`config.mk`:
```
export PLATFORM = sky130hd
export DESIGN_NAME = frame_read_server_flat
export DESIGN_NICKNAME = d
export VERILOG_FILES = /design/src/rtl/frame_read_server_if.sv /design/src/rtl/frame_read_server.sv /design/src/flat_wrapper.sv
export SDC_FILE = /design/constraint.sdc
export NUM_CORES = 2
export LEC_CHECK = 0
export ABC_CLOCK_PERIOD_IN_PS = 3100
export BUFFER_PORTS_ARGS = -buffer_cell sky130_fd_sc_hd__buf_2
export CORE_MARGIN = 5
export CORE_UTILIZATION = 57
export DETAILED_ROUTE_END_ITERATION = 10
export GPL_TIMING_DRIVEN = 0
export HOLD_SLACK_MARGIN = 0.03
export PLACE_DENSITY_LB_ADDON = 0.15
export SLEW_MARGIN = 5
export SYNTH_ARGS = -nofsm -noshare
export SYNTH_HDL_FRONTEND = slang
export SYNTH_SLANG_ARGS = --single-unit
```
`constraint.sdc`:
```
create_clock -name video_clk -period 3.1 [get_ports video_clk]
set_input_delay 0.465 -clock video_clk [delete_from_list [all_inputs] [get_ports video_clk]]
set_output_delay 0.465 -clock video_clk [all_outputs]
set_load 0.005 [all_outputs]
```
`src/rtl/frame_read_server_if.sv`:
```
// frame_read_server_if: bundles the frame read handshake (requester side)
// and the burst read port of the frame-buffer memory.
//   read_req / read_req_ack : frame start request and one-cycle acknowledge
//   read_en / read_data     : word pop and popped word
//   mem_rd_*                : burst request/ack/address plus read beats
//   frame_busy / underflow  : frame status
//   underflow_cnt           : present only with FRAME_READ_UNDERFLOW_CNT_EN
// Modports: slave = frame_read_server, master = requester plus memory.
interface frame_read_server_if #(
  parameter int unsigned DATA_WIDTH = 16,
  parameter int unsigned ADDR_WIDTH = 24
);
  logic                  read_req;
  logic                  read_req_ack;
  logic                  read_en;
  logic [DATA_WIDTH-1:0] read_data;
  logic                  mem_rd_req;
  logic                  mem_rd_ack;
  logic [ADDR_WIDTH-1:0] mem_rd_addr;
  logic                  mem_rd_valid;
  logic [DATA_WIDTH-1:0] mem_rd_data;
  logic                  frame_busy;
  logic                  underflow;
`ifdef FRAME_READ_UNDERFLOW_CNT_EN
  logic [15:0]           underflow_cnt;

  modport slave (
    input  read_req, read_en, mem_rd_ack, mem_rd_valid, mem_rd_data,
    output read_req_ack, read_data, mem_rd_req, mem_rd_addr,
           frame_busy, underflow, underflow_cnt
  );
  modport master (
    output read_req, read_en, mem_rd_ack, mem_rd_valid, mem_rd_data,
    input  read_req_ack, read_data, mem_rd_req, mem_rd_addr,
           frame_busy, underflow, underflow_cnt
  );
`else
  modport slave (
    input  read_req, read_en, mem_rd_ack, mem_rd_valid, mem_rd_data,
    output read_req_ack, read_data, mem_rd_req, mem_rd_addr,
           frame_busy, underflow
  );
  modport master (
    output read_req, read_en, mem_rd_ack, mem_rd_valid, mem_rd_data,
    input  read_req_ack, read_data, mem_rd_req, mem_rd_addr,
           frame_busy, underflow
  );
`endif
endinterface

```
`src/rtl/frame_read_server.sv`:
```
// frame_read_server: responder for the frame read interface. Each accepted
// read_req restarts the frame at BASE_ADDR and prefetches BURST_LEN-word
// bursts into a FIFO_DEPTH-word FIFO; one word is popped per read_en.
// Ports:
//   video_clk : pixel clock (sole clock domain)
//   rst_n     : asynchronous active-low reset
//   bus       : frame_read_server_if.slave (read handshake, memory burst
//               port, frame_busy, underflow[, underflow_cnt])
// Optional: define FRAME_READ_UNDERFLOW_CNT_EN to add the saturating
// per-frame underflow_cnt output.
module frame_read_server #(
  parameter int unsigned           DATA_WIDTH  = 16,
  parameter int unsigned           ADDR_WIDTH  = 24,
  parameter logic [ADDR_WIDTH-1:0] BASE_ADDR   = '0,
  parameter int unsigned           FRAME_WORDS = 786432,
  parameter int unsigned           BURST_LEN   = 64,
  parameter int unsigned           FIFO_DEPTH  = 256
) (
  input logic                video_clk,
  input logic                rst_n,
  frame_read_server_if.slave bus
);
  localparam int unsigned PW = $clog2(FIFO_DEPTH);
  localparam int unsigned CW = PW + 1;
  localparam int unsigned IW = $clog2(FRAME_WORDS + 1);
  localparam int unsigned BW = $clog2(BURST_LEN) + 1;

  localparam logic [CW-1:0]         FREE_LIMIT = CW'(FIFO_DEPTH - BURST_LEN);
  localparam logic [CW-1:0]         DEPTH_C    = CW'(FIFO_DEPTH);
  localparam logic [IW-1:0]         FRAME_C    = IW'(FRAME_WORDS);
  localparam logic [IW-1:0]         BURST_IW   = IW'(BURST_LEN);
  localparam logic [ADDR_WIDTH-1:0] BURST_AW   = ADDR_WIDTH'(BURST_LEN);
  localparam logic [BW-1:0]         LAST_BEAT  = BW'(BURST_LEN - 1);

  typedef enum logic [2:0] {IDLE, ACK, CHECK, REQ, DATA} state_e;

  state_e                state_q, state_d;
  logic [PW-1:0]         wr_ptr_q, wr_ptr_d, rd_ptr_q, rd_ptr_d;
  logic [CW-1:0]         count_q, count_d;
  logic [DATA_WIDTH-1:0] rd_data_q, rd_data_d;
  logic                  ack_q, ack_d, req_q, req_d, busy_q, busy_d;
  logic [ADDR_WIDTH-1:0] addr_q, addr_d;
  logic [IW-1:0]         issued_q, issued_d;
  logic [BW-1:0]         beat_q, beat_d;
  logic                  uf_q, uf_d, pend_q, pend_d, armed_q, armed_d;
  logic                  wr_en, pop_ok, trigger;
  logic [DATA_WIDTH-1:0] fifo_mem [FIFO_DEPTH];
`ifdef FRAME_READ_UNDERFLOW_CNT_EN
  logic [15:0]           ucnt_q, ucnt_d;
`endif

  // A request only counts once read_req has been seen low since the last ack,
  // so a requester still holding read_req after its ack does not re-trigger.
  assign trigger = bus.read_req && armed_q;

  always_comb begin
    state_d   = state_q;
    wr_ptr_d  = wr_ptr_q;
    rd_ptr_d  = rd_ptr_q;
    count_d   = count_q;
    rd_data_d = rd_data_q;
    addr_d    = addr_q;
    issued_d  = issued_q;
    beat_d    = beat_q;
    uf_d      = uf_q;
    pend_d    = pend_q;
    armed_d   = armed_q;
`ifdef FRAME_READ_UNDERFLOW_CNT_EN
    ucnt_d    = ucnt_q;
`endif
    wr_en     = 1'b0;
    pop_ok    = 1'b0;

    if (!bus.read_req) armed_d = 1'b1;

    unique case (state_q)
      IDLE: if (trigger) state_d = ACK;
      ACK: begin
        armed_d  = 1'b0;
        pend_d   = 1'b0;
        addr_d   = BASE_ADDR;
        issued_d = '0;
        state_d  = CHECK;
      end
      CHECK: begin
        if (pend_q || trigger)        state_d = ACK;
        else if (issued_q == FRAME_C) state_d = IDLE;
        else if (count_q <= FREE_LIMIT) state_d = REQ;
      end
      REQ: begin
        if (trigger) pend_d = 1'b1;
        if (bus.mem_rd_ack) begin
          beat_d  = '0;
          state_d = DATA;
        end
      end
      DATA: begin
        if (trigger) pend_d = 1'b1;
        if (bus.mem_rd_valid) begin
          // Beats of a burst cut short by a restart are counted, not stored.
          wr_en = !pend_q && (count_q != DEPTH_C);
          if (beat_q == LAST_BEAT) begin
            addr_d   = addr_q + BURST_AW;
            issued_d = issued_q + BURST_IW;
            state_d  = CHECK;
          end else begin
            beat_d = beat_q + BW'(1);
          end
        end
      end
      default: state_d = IDLE;
    endcase

    // No bypass: an empty-FIFO pop underflows even if a beat lands this cycle.
    if (bus.read_en) begin
      if (count_q != '0) begin
        pop_ok    = 1'b1;
        rd_data_d = fifo_mem[rd_ptr_q];
        rd_ptr_d  = rd_ptr_q + PW'(1);
      end else begin
        rd_data_d = '0;
        uf_d      = 1'b1;
`ifdef FRAME_READ_UNDERFLOW_CNT_EN
        if (ucnt_q != 16'hFFFF) ucnt_d = ucnt_q + 16'd1;
`endif
      end
    end
    if (wr_en) wr_ptr_d = wr_ptr_q + PW'(1);
    if (wr_en && !pop_ok)      count_d = count_q + CW'(1);
    else if (!wr_en && pop_ok) count_d = count_q - CW'(1);

    if (state_q == ACK) begin
      wr_ptr_d = '0;
      rd_ptr_d = '0;
      count_d  = '0;
      uf_d     = 1'b0;
`ifdef FRAME_READ_UNDERFLOW_CNT_EN
      ucnt_d   = '0;
`endif
    end

    ack_d  = (state_d == ACK);
    req_d  = (state_d == REQ);
    busy_d = (state_d != IDLE);
  end

  always_ff @(posedge video_clk or negedge rst_n) begin
    if (!rst_n) begin
      state_q   <= IDLE;
      wr_ptr_q  <= '0;
      rd_ptr_q  <= '0;
      count_q   <= '0;
      rd_data_q <= '0;
      ack_q     <= 1'b0;
      req_q     <= 1'b0;
      busy_q    <= 1'b0;
      addr_q    <= BASE_ADDR;
      issued_q  <= '0;
      beat_q    <= '0;
      uf_q      <= 1'b0;
      pend_q    <= 1'b0;
      armed_q   <= 1'b1;
`ifdef FRAME_READ_UNDERFLOW_CNT_EN
      ucnt_q    <= '0;
`endif
    end else begin
      state_q   <= state_d;
      wr_ptr_q  <= wr_ptr_d;
      rd_ptr_q  <= rd_ptr_d;
      count_q   <= count_d;
      rd_data_q <= rd_data_d;
      ack_q     <= ack_d;
      req_q     <= req_d;
      busy_q    <= busy_d;
      addr_q    <= addr_d;
      issued_q  <= issued_d;
      beat_q    <= beat_d;
      uf_q      <= uf_d;
      pend_q    <= pend_d;
      armed_q   <= armed_d;
`ifdef FRAME_READ_UNDERFLOW_CNT_EN
      ucnt_q    <= ucnt_d;
`endif
    end
  end

  always_ff @(posedge video_clk) begin
    if (wr_en) fifo_mem[wr_ptr_q] <= bus.mem_rd_data;
  end

  assign bus.read_req_ack = ack_q;
  assign bus.read_data    = rd_data_q;
  assign bus.mem_rd_req   = req_q;
  assign bus.mem_rd_addr  = addr_q;
  assign bus.frame_busy   = busy_q;
  assign bus.underflow    = uf_q;
`ifdef FRAME_READ_UNDERFLOW_CNT_EN
  assign bus.underflow_cnt = ucnt_q;
`endif
endmodule

```
`src/flat_wrapper.sv`:
```
// flat-port wrapper written by rule: the top's interface ports become plain ports
module frame_read_server_flat 
#(
  parameter int unsigned           DATA_WIDTH  = 16,
  parameter int unsigned           ADDR_WIDTH  = 24,
  parameter logic [ADDR_WIDTH-1:0] BASE_ADDR   = '0,
  parameter int unsigned           FRAME_WORDS = 786432,
  parameter int unsigned           BURST_LEN   = 64,
  parameter int unsigned           FIFO_DEPTH  = 256
)
  (video_clk, rst_n, bus_read_req, bus_read_en, bus_mem_rd_ack, bus_mem_rd_valid, bus_mem_rd_data, bus_read_req_ack, bus_read_data, bus_mem_rd_req, bus_mem_rd_addr, bus_frame_busy, bus_underflow);
  frame_read_server_if #(.DATA_WIDTH(DATA_WIDTH), .ADDR_WIDTH(ADDR_WIDTH)) bus_i ();
  input logic video_clk;
  input logic rst_n;
  input wire logic [$bits(bus_i.read_req)-1:0] bus_read_req;
  input wire logic [$bits(bus_i.read_en)-1:0] bus_read_en;
  input wire logic [$bits(bus_i.mem_rd_ack)-1:0] bus_mem_rd_ack;
  input wire logic [$bits(bus_i.mem_rd_valid)-1:0] bus_mem_rd_valid;
  input wire logic [$bits(bus_i.mem_rd_data)-1:0] bus_mem_rd_data;
  output wire logic [$bits(bus_i.read_req_ack)-1:0] bus_read_req_ack;
  output wire logic [$bits(bus_i.read_data)-1:0] bus_read_data;
  output wire logic [$bits(bus_i.mem_rd_req)-1:0] bus_mem_rd_req;
  output wire logic [$bits(bus_i.mem_rd_addr)-1:0] bus_mem_rd_addr;
  output wire logic [$bits(bus_i.frame_busy)-1:0] bus_frame_busy;
  output wire logic [$bits(bus_i.underflow)-1:0] bus_underflow;
  assign bus_i.read_req = bus_read_req;
  assign bus_i.read_en = bus_read_en;
  assign bus_i.mem_rd_ack = bus_mem_rd_ack;
  assign bus_i.mem_rd_valid = bus_mem_rd_valid;
  assign bus_i.mem_rd_data = bus_mem_rd_data;
  assign bus_read_req_ack = bus_i.read_req_ack;
  assign bus_read_data = bus_i.read_data;
  assign bus_mem_rd_req = bus_i.mem_rd_req;
  assign bus_mem_rd_addr = bus_i.mem_rd_addr;
  assign bus_frame_busy = bus_i.frame_busy;
  assign bus_underflow = bus_i.underflow;
  frame_read_server #(.DATA_WIDTH(DATA_WIDTH), .ADDR_WIDTH(ADDR_WIDTH), .BASE_ADDR(BASE_ADDR), .FRAME_WORDS(FRAME_WORDS), .BURST_LEN(BURST_LEN), .FIFO_DEPTH(FIFO_DEPTH)) u_core (.video_clk(video_clk), .rst_n(rst_n), .bus(bus_i));
endmodule
```
After elaboration in Yosys (flattened, before gate mapping):

Memory sizes are Yosys's and may differ from the RTL's.
Cells that the tools add are included.

* flip-flop bits (word level): 101
* memory bits (writable): 4096
* input port bits: 22
* output and inout port bits: 44
* word-level logic and storage cells: 103
* memories: 1

* add/subtract/negate cells: 7
* magnitude comparators: 1
* equal/unequal tests: 16
* mux-type cells: 40
* reductions and logical operators: 24

Memories
* u_core.fifo_mem: depth 256, width 16, rd ports 1, clocked after memory_dff 0, write ports 1, line frame_read_server.sv:47 `logic [DATA_WIDTH-1:0] fifo_mem [FIFO_DEPTH];`

Operators by type and width (number)
* 24-bit two-way mux: 2
* 24-bit one-hot mux with 2 select lines: 1
* 20-bit two-way mux: 2
* 8-bit two-way mux: 5
* 20-bit one-hot mux with 2 select lines: 1
* 9-bit two-way mux: 3
* 24-bit by 7-bit adder with 24-bit output (second input constant): 1
* 3-bit two-way mux: 7
* 7-bit two-way mux: 3
* 20-bit by 7-bit adder with 20-bit output (second input constant): 1
* 20-bit == test (second input constant): 1
* 8-bit by 1-bit adder with 8-bit output (second input constant): 2
* 16-bit two-way mux: 1
* 3-bit one-hot mux with 5 select lines: 1
* 7-bit one-hot mux with 2 select lines: 1
* 1-bit two-way mux: 12
* 2-bit nonzero test: 6
* 9-bit by 1-bit adder with 9-bit output (second input constant): 1
* 3-bit by 2-bit == test with 1-bit output (second input constant): 3
* 9-bit by 8-bit <= comparator with 1-bit output (second input constant): 1
* 9-bit != test (second input constant): 1
* 9-bit nonzero test: 1
* 9-bit by 1-bit subtractor with 9-bit output (second input constant): 1
* 2-bit != test (second input constant): 4
* other kinds (15): 26

Logic depth before layout (Yosys ltp):

* word-level depth: 9
* depth in mapped cells: 15
* gate-level depth less buffers: 14

Least setup slack after synthesis:

OpenSTA, ideal clock, no wires.

* path type: register to register
* start: reg u_core.state_q[1]
* end: mem u_core.fifo_mem[144][0], enable pin
* setup time: 0.388 ns
* arrival time: 2.847 ns
* data required time: 2.712 ns
* path slack: -0.135 ns
* stages on the path, launching flop included: 9
* path buffers: 2
* period minus slack after synthesis: 3.235 ns
* cell sequence: dfrtp_1 -> buf_2 -> nand2b_1 -> nand3b_1 -> nor3_2 -> nor3b_1 -> nand2_1 -> clkbuf_1 -> nor2_1

* cells in the longest elaborated chain, start to end: 4

Ends and longest elaborated chain
* from (decl): line frame_read_server.sv:37 `state_e state_q, state_d;`
* from (signal assigned): line frame_read_server.sv:167 `state_q <= state_d;`
* 3-bit == test: line frame_read_server.sv:76 `unique case (state_q)`
* 1-bit two-way mux: line frame_read_server.sv:76
* 1-bit two-way mux: line frame_read_server.sv:188 `if (wr_en) fifo_mem[wr_ptr_q] <= bus.mem_rd_data;`
* 1-bit two-way mux (implied by the code): line frame_read_server.sv:188
* to (decl): line frame_read_server.sv:47

No other way between the ends.

Worst setup path after layout:

* start: reg u_core.rd_ptr_q[5]
* end: reg u_core.rd_data_q[0] (netlist: u_core.bus.read_data[0])

* cells in the longest elaborated chain, start to end: 2

Ends and longest elaborated chain
* from (decl): line frame_read_server.sv:38 `logic [PW-1:0] wr_ptr_q, wr_ptr_d, rd_ptr_q, rd_ptr_d;`
* from (signal assigned): line frame_read_server.sv:169 `rd_ptr_q <= rd_ptr_d;`
* memory read 256 x 16 bit
* 16-bit two-way mux: line frame_read_server.sv:116 `if (count_q != '0) begin`
* to (signal assigned): line frame_read_server.sv:171 `rd_data_q <= rd_data_d;`
* to (decl): line frame_read_server.sv:40 `logic [DATA_WIDTH-1:0] rd_data_q, rd_data_d;`

No other way between the ends.
A chain may end at the register's enable or synchronous reset.

==> impl_metrics.json <==
{
  "crit_buf_inv": 3,
  "failed_checks": "DRC, capacitance limit, slew limit, setup timing",
  "rows": 195,
  "synth_area_um2": 162000,
  "status": "finished with violations",
  "grt_first_pass_wirelength_mm": 857,
  "final-max-slew-violation-count": 20,
  "ys_ff_latch": 4185,
  "dieArea_um2": 295000,
  "cts-htree-levels": 5,
  "dp_slack_ns": -3.63,
  "ant_nets": 0,
  "powerDensity_nw_per_um2": 941,
  "synth_ff_type": "edfxtp_1",
  "crit_required_ns": 3.99,
  "routed_wl_mm": 682,
  "first_pass_iters": 11,
  "cpPeakStageDelay_ns": 0.63,
  "cp_cell_sequence": "nand2_1 -> or2_2 -> clkbuf_1 -> clkbuf_2 -> clkbuf_4 -> nor2_1 -> nor3_4 -> o21ai_0 -> a32o_1",
  "yosysTopAreaCell": "edfxtp_1",
  "fin_ws_ns": -0.852,
  "drc": 1,
  "clockBufferDepth": 4,
  "synthTopCellsByArea": "edfxtp_1, mux4_2, mux2i_1, dfrtp_1, nor2_1",
  "max-slew-margin-rel": -0.0494,
  "async_flop_share": 0.0213,
  "clk_latency_ns": 1.04,
  "syn2layout_area_growth_pct": 23.2,
  "worstSetupPathType": "register to register",
  "antenna_found_initial": 57,
  "final.fill_count": 16400,
  "vias": 96100,
  "cts_tree": "yes",
  "peakVddDrop_uv": 645,
  "drive_gt1_frac": 0.386,
  "end_kind": "register",
  "maxCapViolations": 2,
  "syn_inst": 7310,
  "grt_pass1_vias": 86700,
  "via_per_inst": 7.57,
  "synth_edf_count": 4096,
  "clkTransAtPathRegs_ns": 0.07,
  "setup_viol": 889,
  "fmax_mhz": 253,
  "portBuffers": 59,
  "root_buffer": "clkbuf_16",
  "crit_path_top_delay_cell": "dfrtp_1",
  "p_leak_uw": 0.0635,
  "synth_top_cell_area_share": 0.760,
  "finish.utilization": 0.706,
  "rsz0062_at_grt": "true",
  "initial_core_util": 0.573,
  "fin_crit_sh": 1.27,
  "worst_pin_slew_ns": 1.57,
  "yosys_warnings": 0,
  "grt_start_max_net_pins": 153,
  "hold_viol": 0,
  "worstPathArrival_ns": 4.84,
  "io_pins": 66,
  "fin_skew_ns": 0.0871,
  "final_cell_mix": "edfxtp_1, mux4_2, clkbuf_16, buf_4, mux2i_1",
  "grt_overflow": 0,
  "gp_congestion": 1.09,
  "coreArea_um2": 283000,
  "clkSinkCount": 4185,
  "final_nets": 8587,
  "die_y_um": 543,
  "avgSynthCellArea_um2": 22.1,
  "drt_iter0_markers": 20100,
  "start_kind": "register",
  "ys_types": 73,
  "ys_seq_area_frac": 0.774,
  "crit_family": "buffers and inverters",
  "worstPathMaxFanout": 10,
  "die_x_um": 543,
  "hold_class": "input pin to register",
  "wl_per_cell_um": 53.7,
  "track_usage": 0.456,
  "total_power_uw": 188000,
  "numCtsBuffers": 417,
  "layout_commonest_cell": "edfxtp_1",
  "min_period_ns": 3.95,
  "dp_hpwl_mm": 439
}
==> report_power, final <==
group,total [µW],internal [µW],switching (µW)
clock,51500,28900,22600
sequential,63000,62400,605
combinational,73100,25400,47700
==> cells in the mapped netlist (17+ instances only) <==
cell type	number
clkbuf_1	150
nand2b_1	29
o21ai_0	54
a22oi_1	35
ha_1	17
xnor2_1	17
nand2_1	108
xor2_1	30
buf_4	58
o22ai_1	132
edfxtp_1	4096
mux4_2	1036
mux2i_1	396
buf_6	53
inv_1	18
a2111oi_0	28
nand3_1	56
nor3_1	44
buf_2	101
nor4_1	24
nor2_1	444
a21oi_1	43
buf_1	51
nor2b_1	23
dfrtp_1	88
a211oi_1	21
==> state kept, by name, summed over array words and instances, names as in the netlist <==
name                     count
u_core.armed_q               1
u_core.beat_q                7
u_core.bus.frame_busy        1
u_core.bus.mem_rd_addr      18
u_core.bus.mem_rd_req        1
u_core.bus.read_data        16
u_core.bus.read_req_ack      1
u_core.bus.underflow         1
u_core.count_q               9
u_core.fifo_mem           4096
u_core.issued_q             14
u_core.pend_q                1
u_core.rd_ptr_q              8
u_core.state_q               3
u_core.wr_ptr_q              8
==> cell type report <==
type	instances	area (µm²)	area share
inverter	20	80.1	0.000402
timing repair buffer	817	11300	0.0566
antenna	61	153	0.000766
multi-input combinational	2696	38700	0.194
tap	3743	4680	0.0235
clock inverter	268	2870	0.0144
buffer	410	5480	0.0275
sequential	4185	125000	0.628
clock buffer	500	10800	0.0543
==> kinds of logic (layout without fill, tap and decap cells) <==
family / Yosys count / in the layout / share of synthesized area
simple gates: 776 / 776 / 0.0208
compound gates: 401 / 401 / 0.0169
mux: 1448 / 1448 / 0.170
buf+inv: 434 / 2015 / 0.0147
xor+xnor: 47 / 47 / 0.00254
flops: 4185 / 4185 / 0.774
other cells: 1 / 67 / 0.0000232
fa+ha+maj: 18 / 18 / 0.00144
==> stage by stage <==
step / setup TNS (ns) / cell area (µm²) / hold slack [ns] / cells
after floorplan: -137.86 / 162000 / 0.169 / 7315
after global placement: - / 167000 / 0.457 / 11100
after detailed placement: -5635.30 / 173000 / 0.461 / 11400
after CTS: -492.06 / 195000 / 0.0526 / 12400
after global routing: -23.11 / 199000 / 0.113 / 12600
final: -65.64 / 199000 / 0.0798 / 12700
==> per-layer routing <==
layer  GRT usage  vias up  wire [µm]
li1            -    33400          -
met1       0.575    50000     217000
met2       0.609    10400     278000
met3       0.260     2255     129000
met4       0.280       39      56700
met5      0.0247        -       1010
==> worst paths after layout <==
path	from	to	slack, ns	cells after the start
worst max register to register	u_core.rd_ptr_q[5]	u_core.bus.read_data[0]	-0.85	9
min in group asynchronous	rst_n	u_core.armed_q	0.55	3
worst min-delay path	bus_mem_rd_data[2]	u_core.fifo_mem[190][2]	0.08	1
max in group asynchronous	rst_n	u_core.bus.read_data[1]	2.13	4
worst min register to register	u_core.armed_q	u_core.armed_q	0.46	2
worst max-delay path	u_core.rd_ptr_q[5]	u_core.bus.read_data[0]	-0.85	9
==> worst reg2reg max path, delay by kind of cell (launching register included) <==
kind	cells	cell delay, ns
buffers and inverters	3	1.42
and+or+nand+nor	4	1.24
DFF	1	0.63
AOI/OAI and AO/OA	2	0.54
==> timing repair <==
action	4_1_cts	5_1_grt
pin swaps	109	139
hold buffers	22	0
buffers inserted	200	278
gates cloned	4	3
resized for setup	1180	343
endpoints found under the setup margin	4129	3805
endpoints found under the hold margin	440	0
No activity file was read; power rests on OpenSTA's default activity.
